`src/rtl/vram_arb_pkg.sv`:
```
// Shared types and default sizing for the VRAM arbiter slice.
package vram_arb_pkg;

   localparam int unsigned VRAM_ADDR_W       = 19;
   localparam int unsigned VRAM_DATA_W       = 3;
   localparam int unsigned VRAM_FIFO_DEPTH   = 4;
   localparam int unsigned VRAM_STARVE_LIMIT = 16;

   // Memory operation issued in a cycle; also the arbiter's IDLE/READ/WRITE state.
   typedef enum logic [1:0] {
      OP_NONE  = 2'd0,
      OP_READ  = 2'd1,
      OP_WRITE = 2'd2
   } op_e;

endpackage

```
`src/rtl/vram_wr_fifo.sv`:
```
// CPU pixel-write buffer: power-of-two circular FIFO, head entry visible on rdata.
module vram_wr_fifo #(
   parameter int unsigned WIDTH = 22,
   parameter int unsigned DEPTH = 4
) (
   input  logic                     clk,
   input  logic                     rst,
   input  logic                     push,
   input  logic [WIDTH-1:0]         wdata,
   input  logic                     pop,
   output logic [WIDTH-1:0]         rdata,
   output logic [$clog2(DEPTH):0]   count,
   output logic                     full,
   output logic                     empty
);

   localparam int unsigned PTR_W = $clog2(DEPTH);
   localparam int unsigned CNT_W = PTR_W + 1;

   logic [WIDTH-1:0] mem_q [DEPTH];
   logic [WIDTH-1:0] mem_d [DEPTH];
   logic [PTR_W-1:0] wr_ptr_q, wr_ptr_d;
   logic [PTR_W-1:0] rd_ptr_q, rd_ptr_d;
   logic [CNT_W-1:0] count_q, count_d;
   logic             do_push, do_pop;

   assign full  = (count_q == CNT_W'(DEPTH));
   assign empty = (count_q == '0);
   assign count = count_q;
   assign rdata = mem_q[rd_ptr_q];

   always_comb begin
      do_push  = push && !full;
      do_pop   = pop && !empty;
      mem_d    = mem_q;
      wr_ptr_d = wr_ptr_q;
      rd_ptr_d = rd_ptr_q;
      count_d  = count_q;
      if (do_push) begin
         mem_d[wr_ptr_q] = wdata;
         wr_ptr_d        = wr_ptr_q + PTR_W'(1);
      end
      if (do_pop) begin
         rd_ptr_d = rd_ptr_q + PTR_W'(1);
      end
      case ({do_push, do_pop})
         2'b10:   count_d = count_q + CNT_W'(1);
         2'b01:   count_d = count_q - CNT_W'(1);
         default: count_d = count_q;
      endcase
   end

   // Storage carries no reset; the pointers and count define what is valid.
   always_ff @(posedge clk) begin
      mem_q <= mem_d;
   end

   always_ff @(posedge clk) begin
      if (rst) begin
         wr_ptr_q <= '0;
         rd_ptr_q <= '0;
         count_q  <= '0;
      end else begin
         wr_ptr_q <= wr_ptr_d;
         rd_ptr_q <= rd_ptr_d;
         count_q  <= count_d;
      end
   end

endmodule

```
`src/rtl/vram_arbiter.sv`:
```
// Single-port VRAM arbiter: scanout reads win over buffered CPU writes,
// except when the head write has starved long enough to be forced through.
module vram_arbiter
   import vram_arb_pkg::*;
#(
   parameter int unsigned ADDR_W       = VRAM_ADDR_W,
   parameter int unsigned DATA_W       = VRAM_DATA_W,
   parameter int unsigned FIFO_DEPTH   = VRAM_FIFO_DEPTH,
   parameter int unsigned STARVE_LIMIT = VRAM_STARVE_LIMIT
) (
   input  logic                          Clock,
   input  logic                          Reset,
   input  logic                          iWrValid,
   input  logic [ADDR_W-1:0]             iWrAddr,
   input  logic [DATA_W-1:0]             iWrData,
   output logic                          oWrReady,
   input  logic                          iRdValid,
   input  logic [ADDR_W-1:0]             iRdAddr,
   output logic                          oRdDataValid,
   output logic [DATA_W-1:0]             oRdData,
   output logic                          oRdMiss,
   output logic                          oMemWe,
   output logic [ADDR_W-1:0]             oMemAddr,
   output logic [DATA_W-1:0]             oMemDataIn,
   input  logic [DATA_W-1:0]             iMemDataOut,
   output logic [$clog2(FIFO_DEPTH):0]   oFifoCount
);

   localparam int unsigned ENT_W = ADDR_W + DATA_W;
   localparam int unsigned STV_W = $clog2(STARVE_LIMIT + 1);

   logic [ENT_W-1:0]  head;
   logic              fifo_full, fifo_empty;
   logic              push, pop;
   logic              displaced;

   op_e               state_q, state_d;
   logic [STV_W-1:0]  starve_q, starve_d;
   logic [ADDR_W-1:0] mem_addr_q, mem_addr_d;
   logic [DATA_W-1:0] mem_din_q, mem_din_d;
   logic [1:0]        rd_pend_q, rd_pend_d;
   logic [1:0]        rd_drop_q, rd_drop_d;
   logic              rd_valid_q, rd_valid_d;
   logic              rd_miss_q, rd_miss_d;
   logic [DATA_W-1:0] rd_data_q, rd_data_d;

   assign push     = iWrValid && !fifo_full && !Reset;
   assign pop      = (state_d == OP_WRITE) && !Reset;
   assign oWrReady = !fifo_full;

   vram_wr_fifo #(
      .WIDTH (ENT_W),
      .DEPTH (FIFO_DEPTH)
   ) u_wr_fifo (
      .clk   (Clock),
      .rst   (Reset),
      .push  (push),
      .wdata ({iWrAddr, iWrData}),
      .pop   (pop),
      .rdata (head),
      .count (oFifoCount),
      .full  (fifo_full),
      .empty (fifo_empty)
   );

   // Arbitration, starvation tracking and the two-stage read-return pipe.
   always_comb begin
      state_d    = OP_NONE;
      starve_d   = starve_q;
      mem_addr_d = mem_addr_q;
      mem_din_d  = mem_din_q;
      displaced  = 1'b0;

      if (!fifo_empty && (starve_q == STV_W'(STARVE_LIMIT))) begin
         state_d   = OP_WRITE;
         displaced = iRdValid;
      end else if (iRdValid) begin
         state_d = OP_READ;
         if (!fifo_empty) begin
            starve_d = starve_q + STV_W'(1);
         end
      end else if (!fifo_empty) begin
         state_d = OP_WRITE;
      end

      if (state_d == OP_WRITE) begin
         starve_d                = '0;
         {mem_addr_d, mem_din_d} = head;
      end else if (state_d == OP_READ) begin
         mem_addr_d = iRdAddr;
      end

      // Every sampled read returns two cycles later, as data or as a miss.
      rd_pend_d  = {rd_pend_q[0], iRdValid};
      rd_drop_d  = {rd_drop_q[0], displaced};
      rd_valid_d = rd_pend_q[1];
      rd_miss_d  = rd_drop_q[1];
      rd_data_d  = (rd_pend_q[1] && !rd_drop_q[1]) ? iMemDataOut : '0;
   end

   always_ff @(posedge Clock) begin
      if (Reset) begin
         state_q    <= OP_NONE;
         starve_q   <= '0;
         mem_addr_q <= '0;
         mem_din_q  <= '0;
         rd_pend_q  <= '0;
         rd_drop_q  <= '0;
         rd_valid_q <= 1'b0;
         rd_miss_q  <= 1'b0;
         rd_data_q  <= '0;
      end else begin
         state_q    <= state_d;
         starve_q   <= starve_d;
         mem_addr_q <= mem_addr_d;
         mem_din_q  <= mem_din_d;
         rd_pend_q  <= rd_pend_d;
         rd_drop_q  <= rd_drop_d;
         rd_valid_q <= rd_valid_d;
         rd_miss_q  <= rd_miss_d;
         rd_data_q  <= rd_data_d;
      end
   end

   assign oMemWe       = (state_q == OP_WRITE);
   assign oMemAddr     = mem_addr_q;
   assign oMemDataIn   = mem_din_q;
   assign oRdDataValid = rd_valid_q;
   assign oRdMiss      = rd_miss_q;
   assign oRdData      = rd_data_q;

endmodule
```
`config.mk`:
```
export PLATFORM = sky130hd
export DESIGN_NAME = vram_arbiter
export DESIGN_NICKNAME = d
export VERILOG_FILES = /design/src/rtl/vram_arb_pkg.sv /design/src/rtl/vram_wr_fifo.sv /design/src/rtl/vram_arbiter.sv
export SDC_FILE = /design/constraint.sdc
export NUM_CORES = 1
export LEC_CHECK = 0
export CORE_ASPECT_RATIO = 2
export CORE_MARGIN = 2
export CORE_UTILIZATION = 59
export CTS_BUF_LIST = sky130_fd_sc_hd__clkbuf_8 sky130_fd_sc_hd__clkbuf_16
export CTS_CLUSTER_DIAMETER = 120
export DETAILED_ROUTE_END_ITERATION = 12
export PLACE_DENSITY = 0.85
export SYNTH_ARGS = -nofsm -noshare
export SYNTH_HDL_FRONTEND = slang
export SYNTH_HIERARCHICAL = 1
export SYNTH_SLANG_ARGS = --single-unit
```
`constraint.sdc`:
```
create_clock -name Clock -period 5.6 [get_ports Clock]
set_clock_uncertainty 0.2 [all_clocks]
set_input_delay 0.56 -clock Clock [delete_from_list [all_inputs] [get_ports Clock]]
set_output_delay 0.56 -clock Clock [all_outputs]
set_load 0.03 [all_outputs]
```
==> impl_metrics.csv, run 1 <==
group,metric,value,unit
worst_setup_path,critPathKind,"register to register",
clocking,clkSlewWorstSetupHoldPaths,0.06,ns
clocking,max-clock-path-buffers,2,
sta,fin_crit,3.32,ns
layout,num-fill-cells,573,
worst_setup_path,cp.arrival,3.45,ns
synthesis,ys_top_cells_by_count,"edfxtp_1 (88), dfxtp_1 (45), nor2_1 (25), o21ai_0 (25), mux2i_1 (23)",
drt,antenna_left,0,
global_route,grt_pass1_vias,3554,
power_and_ir_drop,worst_ir_drop_vdd,316,uV
synthesis,syn_nets,444,
drt,drc,0,
drt,vias,3467,
drt,first_pass_iters,6,
synthesis,ys_warn_count,6,
layout,areaGrowthSynthToFinish,25.1,%
synthesis,yosysUniqueCellTypes,38,
floorplanning,die-area,0.0106,sq mm
synthesis,yosysMostFrequentCell,"edfxtp_1",
synthesis,synth_area_per_cell,14.9,sq um
sta,fin_crit_sh,0.592,
power_and_ir_drop,powerDensity,344,mW/mm^2
floorplanning,io_pins,80,
floorplanning,die_width,73.9,microns
synthesis,synthArstFlopShare,0,
outcome,outcome,"completed",
clocking,cts_setup_buffers,0,
synthesis,synth_cells,388,
clocking,clock_sinks,133,
sta,slew_violations,0,
global_route,grt_pass1_wl,17500,microns
clocking,cts-htree-levels,4,
floorplanning,fp.dieH,144,microns
sta,finalSetupViolCount,0,
sta,hold_ws,0.240,ns
layout,final_nets,525,
place,place_area,0.00661,sq mm
flow_run,cap_violations,0,
layout,finish.utilization,0.749,
floorplanning,core,0.00964,sq mm
drt,route.detailed.wl_per_inst,18.1,microns
sta,timing.fmax,302,MHz
layout,n_antenna_cell,0,
global_route,grt-ovfl-total,0,
worst_setup_path,worstPathRequired,5.74,ns
floorplanning,std_cell_rows,51,
worst_setup_path,crit_path_end_kind,"register",
worst_setup_path,cp-start-kind,"register",
drt,totalWireLength,11100,microns
power_and_ir_drop,p_leak,2.40,nW
hold_path,hold_path.class,"register to register",
synthesis,synth_top_area_share,0.458,
drt,first_iter_violations,245,
layout,design_area,0.00722,sq mm
place,port_buffers,79,
clocking,insertion_delay,0.41,ns
sta,fin_setup_tns,0,ns
layout,multi_input_area,0.00202,sq mm
synthesis,synthFlopType,"edfxtp_1",
layout,drive_above_1_share,0.207,
global_route,antenna_found_initial,0,
place,place_congestion,0.750,
synthesis,synth_area_leaders,"edfxtp_1 (46%), dfxtp_1 (16%), mux4_2 (7.4%)",
synthesis,synth_top_area_cell,"edfxtp_1",
synthesis,synth.cell_area,0.00577,sq mm
clocking,cts_hold_buf,0,
clocking,cts-buffers-inserted,17,
clocking,cts_tree,"done",
floorplanning,initial_core_util,0.599,
sta,final_hold_viol_count,0,
sta,grt_setup_unrepaired,"false",
clocking,cts.repair.resized,0,
global_route,grt_usage,0.225,
drt,via_per_inst,5.65,
clocking,clock-root-buffer,"clkbuf_16",
layout,final-seq-area,0.00354,sq mm
synthesis,ys_ff_latch,133,
synthesis,synth_edf_count,88,
sta,max_slew_margin,0.239,
global_route,grt_max_degree,49,
sta,worst_pin_slew,1.14,ns
place,dpl.hpwl,7350,microns
synthesis,synth.yosys.seq_area_share,0.614,
worst_setup_path,crit_fanout,8,
[registers in the layout, summed over array words and instances (netlist names)]
name,cells
u_wr_fifo/rd_ptr_q,2
rd_pend_q,2
starve_q,5
oRdDataValid,1
state_q,2
oMemDataIn,3
oRdMiss,1
u_wr_fifo/wr_ptr_q,2
oRdData,3
u_wr_fifo/mem_q,88
u_wr_fifo/count,3
oMemAddr,19
rd_drop_q,2
[layout by cell type, fill, tap and decap left out, types with 14 or more instances in the layout]
cell type,count
mux4_2,19
nor2_1,25
or2_2,19
clkdlybuf4s50_1,78
inv_1,14
mux2i_1,23
nand2b_1,19
clkbuf_16,17
edfxtp_1,88
dfxtp_1,45
o21ai_0,25
a2111oi_2,19
[logic make-up after synthesis]
| kind of cell | Yosys count | share of synthesized area |
|---|---|---|
| AO/OA/AOI/OAI | 55 | 0.0856 |
| XOR/XNOR | 4 | 0.00607 |
| adder cells (fa/ha/maj) | 8 | 0.0186 |
| buffers and inverters | 35 | 0.0364 |
| flip-flops | 133 | 0.614 |
| multiplexers | 45 | 0.128 |
| AND/OR/NAND/NOR | 108 | 0.112 |
[worst max-delay path, cell delays in order (launching register included)]
cell	delay [ns]
dfxtp_1	0.35
inv_1	0.08
ha_1	0.16
nand4bb_1	0.26
a21oi_4	0.38
nor2b_1	0.28
o31ai_1	0.15
inv_1	0.08
ha_1	0.18
inv_1	0.06
fa_1	0.38
xor2_1	0.18
or3_1	0.34
a21oi_1	0.16
[through the flow]
step	cells	total power [W]	worst slack, ns
finish	614	0.00248	2.28
global placement	582	0.00136	2.37
global route	614	0.00257	2.10
floorplan	388	0.00127	2.47
CTS	614	0.00250	2.32
detailed placement	582	0.00137	2.23
[per-layer routing]
metal / up-vias / part of all wire / GRT usage
met3: 25 / 0.043 / 0.0624
li1: 1620 / - / -
met1: 1718 / 0.39 / 0.261
met5: - / 0 / 0
met2: 104 / 0.54 / 0.384
met4: 0 / 0.024 / 0.0938
[final timing paths]
kind	slack, ns	depth (start not counted)	from	endpoint
worst min register to register	0.24	1	rd_pend_q[0]	rd_pend_q[1]
worst max register to register	2.28	13	starve_q[0]	u_wr_fifo/count[2]
worst max-delay path	2.28	13	starve_q[0]	u_wr_fifo/count[2]
worst min-delay path	0.24	1	rd_pend_q[0]	rd_pend_q[1]
[power by group]
group	internal [W]	switching [W]
Combinational	0.000115	0.000136
Clock	0.000739	0.000396
Sequential	0.00108	0.0000169
[layout make-up]
type | instances | share of cell area
clock buffers | 17 | 0.0589
clock inverters | 15 | 0.0262
inverters | 13 | 0.00676
multi-input cells | 220 | 0.280
flip-flops and latches | 133 | 0.491
well taps | 132 | 0.0229
repair buffers | 84 | 0.114
No activity file was read; power rests on OpenSTA's default activity.
==> run 2, diff against run 1 <==
--- a/config.mk
+++ b/config.mk
@@ -7,11 +7,11 @@
 export LEC_CHECK = 0
 export CORE_ASPECT_RATIO = 2
 export CORE_MARGIN = 2
-export CORE_UTILIZATION = 59
+export CORE_UTILIZATION = 49
 export CTS_BUF_LIST = sky130_fd_sc_hd__clkbuf_8 sky130_fd_sc_hd__clkbuf_16
 export CTS_CLUSTER_DIAMETER = 120
 export DETAILED_ROUTE_END_ITERATION = 12
-export PLACE_DENSITY = 0.85
+export PLACE_DENSITY = 0.76
 export SYNTH_ARGS = -nofsm -noshare
 export SYNTH_HDL_FRONTEND = slang
 export SYNTH_HIERARCHICAL = 1
==> constraint.sdc (replaced) <==
create_clock -name Clock -period 2.7 [get_ports Clock]
set_clock_uncertainty 0.2 [all_clocks]
set_input_delay 0.27 -clock Clock [delete_from_list [all_inputs] [get_ports Clock]]
set_output_delay 0.27 -clock Clock [all_outputs]
set_load 0.03 [all_outputs]
==> run 2 against run 1 <==
Setup slack got worse by 2.3 ns. Cell count rose by 4.2%. Total power rose by 110%. Sequential power rose by 110%. Critical path depth did not move. First-iteration DRC count fell by 33%. Die area rose by 20%. Global-route usage fell by 2.3 points. Non-clock buffer count rose by 13. Fmax rose by 24%. Highest routed layer unchanged.
==> impl_metrics.csv, run 2 (synthesis gave the netlist of run 1 again) <==
group,metric,value,unit
floorplanning,initial_core_util,0.496,
layout,areaGrowthSynthToFinish,29.4,%
layout,top_register,"u_wr_fifo/mem_q",
power_and_ir_drop,worst_ir_drop_vdd,832,uV
place,dpl.hpwl,7480,microns
drt,first_iter_violations,164,
sta,timing.fmax,373,MHz
outcome,outcome,"completed",
global_route,grt-ovfl-total,0,
power_and_ir_drop,p_leak,2.47,nW
layout,n_antenna_cell,0,
sta,worst_pin_slew,0.586,ns
layout,largest_reg_flops,88,
place,port_buffers,79,
drt,first_pass_iters,4,
sta,fin_crit,2.68,ns
worst_setup_path,r2r_slack,0.02,ns
clocking,cts-buffers-inserted,17,
floorplanning,fp.dieH,158,microns
sta,slew_violations,0,
worst_setup_path,cp.arrival,2.82,ns
drt,drc,0,
power_and_ir_drop,powerDensity,687,mW/mm^2
layout,final_nets,538,
hold_path,hold_path.class,"input pin to register",
layout,final_common_cell,"edfxtp_1",
sta,finalSetupViolCount,0,
clocking,insertion_delay,0.42,ns
drt,antenna_left,0,
global_route,antenna_found_initial,0,
clocking,clock-root-buffer,"clkbuf_16",
clocking,max-clock-path-buffers,2,
floorplanning,die-area,0.0127,sq mm
place,place_congestion,0.795,
clocking,cts-htree-levels,4,
sta,final_hold_viol_count,0,
worst_setup_path,crit_path_end_kind,"register",
clocking,clkSlewWorstSetupHoldPaths,0.06,ns
worst_setup_path,critPathKind,"register to register",
drt,totalWireLength,11800,microns
layout,design_area,0.00747,sq mm
global_route,grt_pass1_vias,3617,
layout,drive_above_1_share,0.263,
sta,grt_setup_unrepaired,"true",
worst_setup_path,cpMaxStageDelayCell,"dfxtp_2",
floorplanning,core,0.0116,sq mm
floorplanning,die_width,80.8,microns
global_route,grt_usage,0.202,
global_route,grt_max_degree,49,
clocking,clock_sinks,133,
worst_setup_path,cp-start-kind,"register",
layout,finish.utilization,0.642,
worst_setup_path,crit_fanout,4,
sta,max_slew_margin,0.609,
clocking,cts_tree,"done",
sta,fin_crit_sh,0.992,
floorplanning,std_cell_rows,56,
sta,hold_ws,0.0484,ns
sta,fin_setup_tns,0,ns
worst_setup_path,worstPathRequired,2.85,ns
worst_setup_path,cpPeakStageDelay,0.35,ns
floorplanning,io_pins,80,
place,place_area,0.00684,sq mm
layout,final_cell_mix,"edfxtp_1 (88), clkdlybuf4s50_1 (78), dfxtp_1 (39)",
worst_setup_path,crit_chain,"inv_2, ha_4, nand4bb_4, a21oi_4, nor2b_4, o31ai_4, inv_1, ha_2, inv_1, fa_2, xor2_1, or3_1, a21oi_2",
drt,route.detailed.wl_per_inst,18.5,microns
global_route,grt_pass1_wl,18500,microns
drt,vias,3489,
worst_setup_path,cpMostUsedCell,"inv_1",
drt,via_per_inst,5.45,
flow_run,cap_violations,0,
run 2: cell types whose count changed in the layout (fill, tap and decap cells not counted), sizes merged:
cell	before	now
inv	14	18
buf	6	19
clkinvlp	2	4
bufinv	4	2
clkinv	8	4
run 2: final cells by class:
cell class,instances,area (sq um)
timing repair buffer,97,996
multi-input combinational,220,2090
clock inverter,15,171
sequential,133,3560
tap,145,181
inverter,13,48.8
clock buffer,17,425
fill,850,4160
run 2: per-layer routing:
metal / wire [microns] / track usage / vias to the layer above
met5: 0 / 0 / -
met4: 208 / 0.0759 / 0
met3: 476 / 0.0545 / 16
met2: 6720 / 0.367 / 88
met1: 4410 / 0.220 / 1740
li1: - / - / 1645
run 2: per-stage QoR:
| stage | total power [W] | std cells | setup slack, ns |
|---|---|---|---|
| floorplan | 0.00265 | 388 | -0.0176 |
| global placement | 0.00285 | 606 | 0.0315 |
| detailed placement | 0.00287 | 606 | -0.0213 |
| CTS | 0.00516 | 638 | 0.00559 |
| global route | 0.00532 | 640 | -0.0454 |
| finish | 0.00513 | 640 | 0.0225 |
run 2: critical path: cells and delay by family, from the launching register on:
family / cells / cell delay (ns)
buf+inv: 3 / 0.21
compound gates: 3 / 0.40
simple gates: 3 / 0.65
flops: 1 / 0.35
xor+xnor: 1 / 0.15
fa+ha+maj: 3 / 0.67
run 2: power by group:
part	switching, W	leakage, nW	total [W]	internal, W
registers	0.0000402	1.17	0.00228	0.00224
logic	0.000289	1.02	0.000548	0.000260
clock network	0.000922	0.279	0.00230	0.00138
total	0.00125	2.47	0.00513	0.00388
run 2: final timing paths:
| kind | from | end | cells after the start |
|---|---|---|---|
| min reg2reg | rd_drop_q[0] | rd_drop_q[1] | 1 |
| max | starve_q[0] | u_wr_fifo/count[2] | 13 |
| min | Reset | u_wr_fifo/wr_ptr_q[0] | 2 |
| max reg2reg | starve_q[0] | u_wr_fifo/count[2] | 13 |
run 2: repair_timing:
| item | 4_1_cts | 5_1_grt |
|---|---|---|
| setup endpoints to repair | 0 | 1 |
| hold buffers | 0 | 0 |
| resized for setup | 0 | 5 |
| hold endpoints to repair | 0 | 0 |
| setup buffers | 0 | 2 |
==> run 3, diff against run 2 <==
--- a/config.mk
+++ b/config.mk
@@ -10,6 +10,7 @@
 export CORE_UTILIZATION = 49
 export CTS_BUF_LIST = sky130_fd_sc_hd__clkbuf_8 sky130_fd_sc_hd__clkbuf_16
 export CTS_CLUSTER_DIAMETER = 120
+export CTS_CLUSTER_SIZE = 24
 export DETAILED_ROUTE_END_ITERATION = 12
 export PLACE_DENSITY = 0.76
 export SYNTH_ARGS = -nofsm -noshare
==> results of run 3 <==
No change in the layout: final DEF, timing and power equal those of run 2.
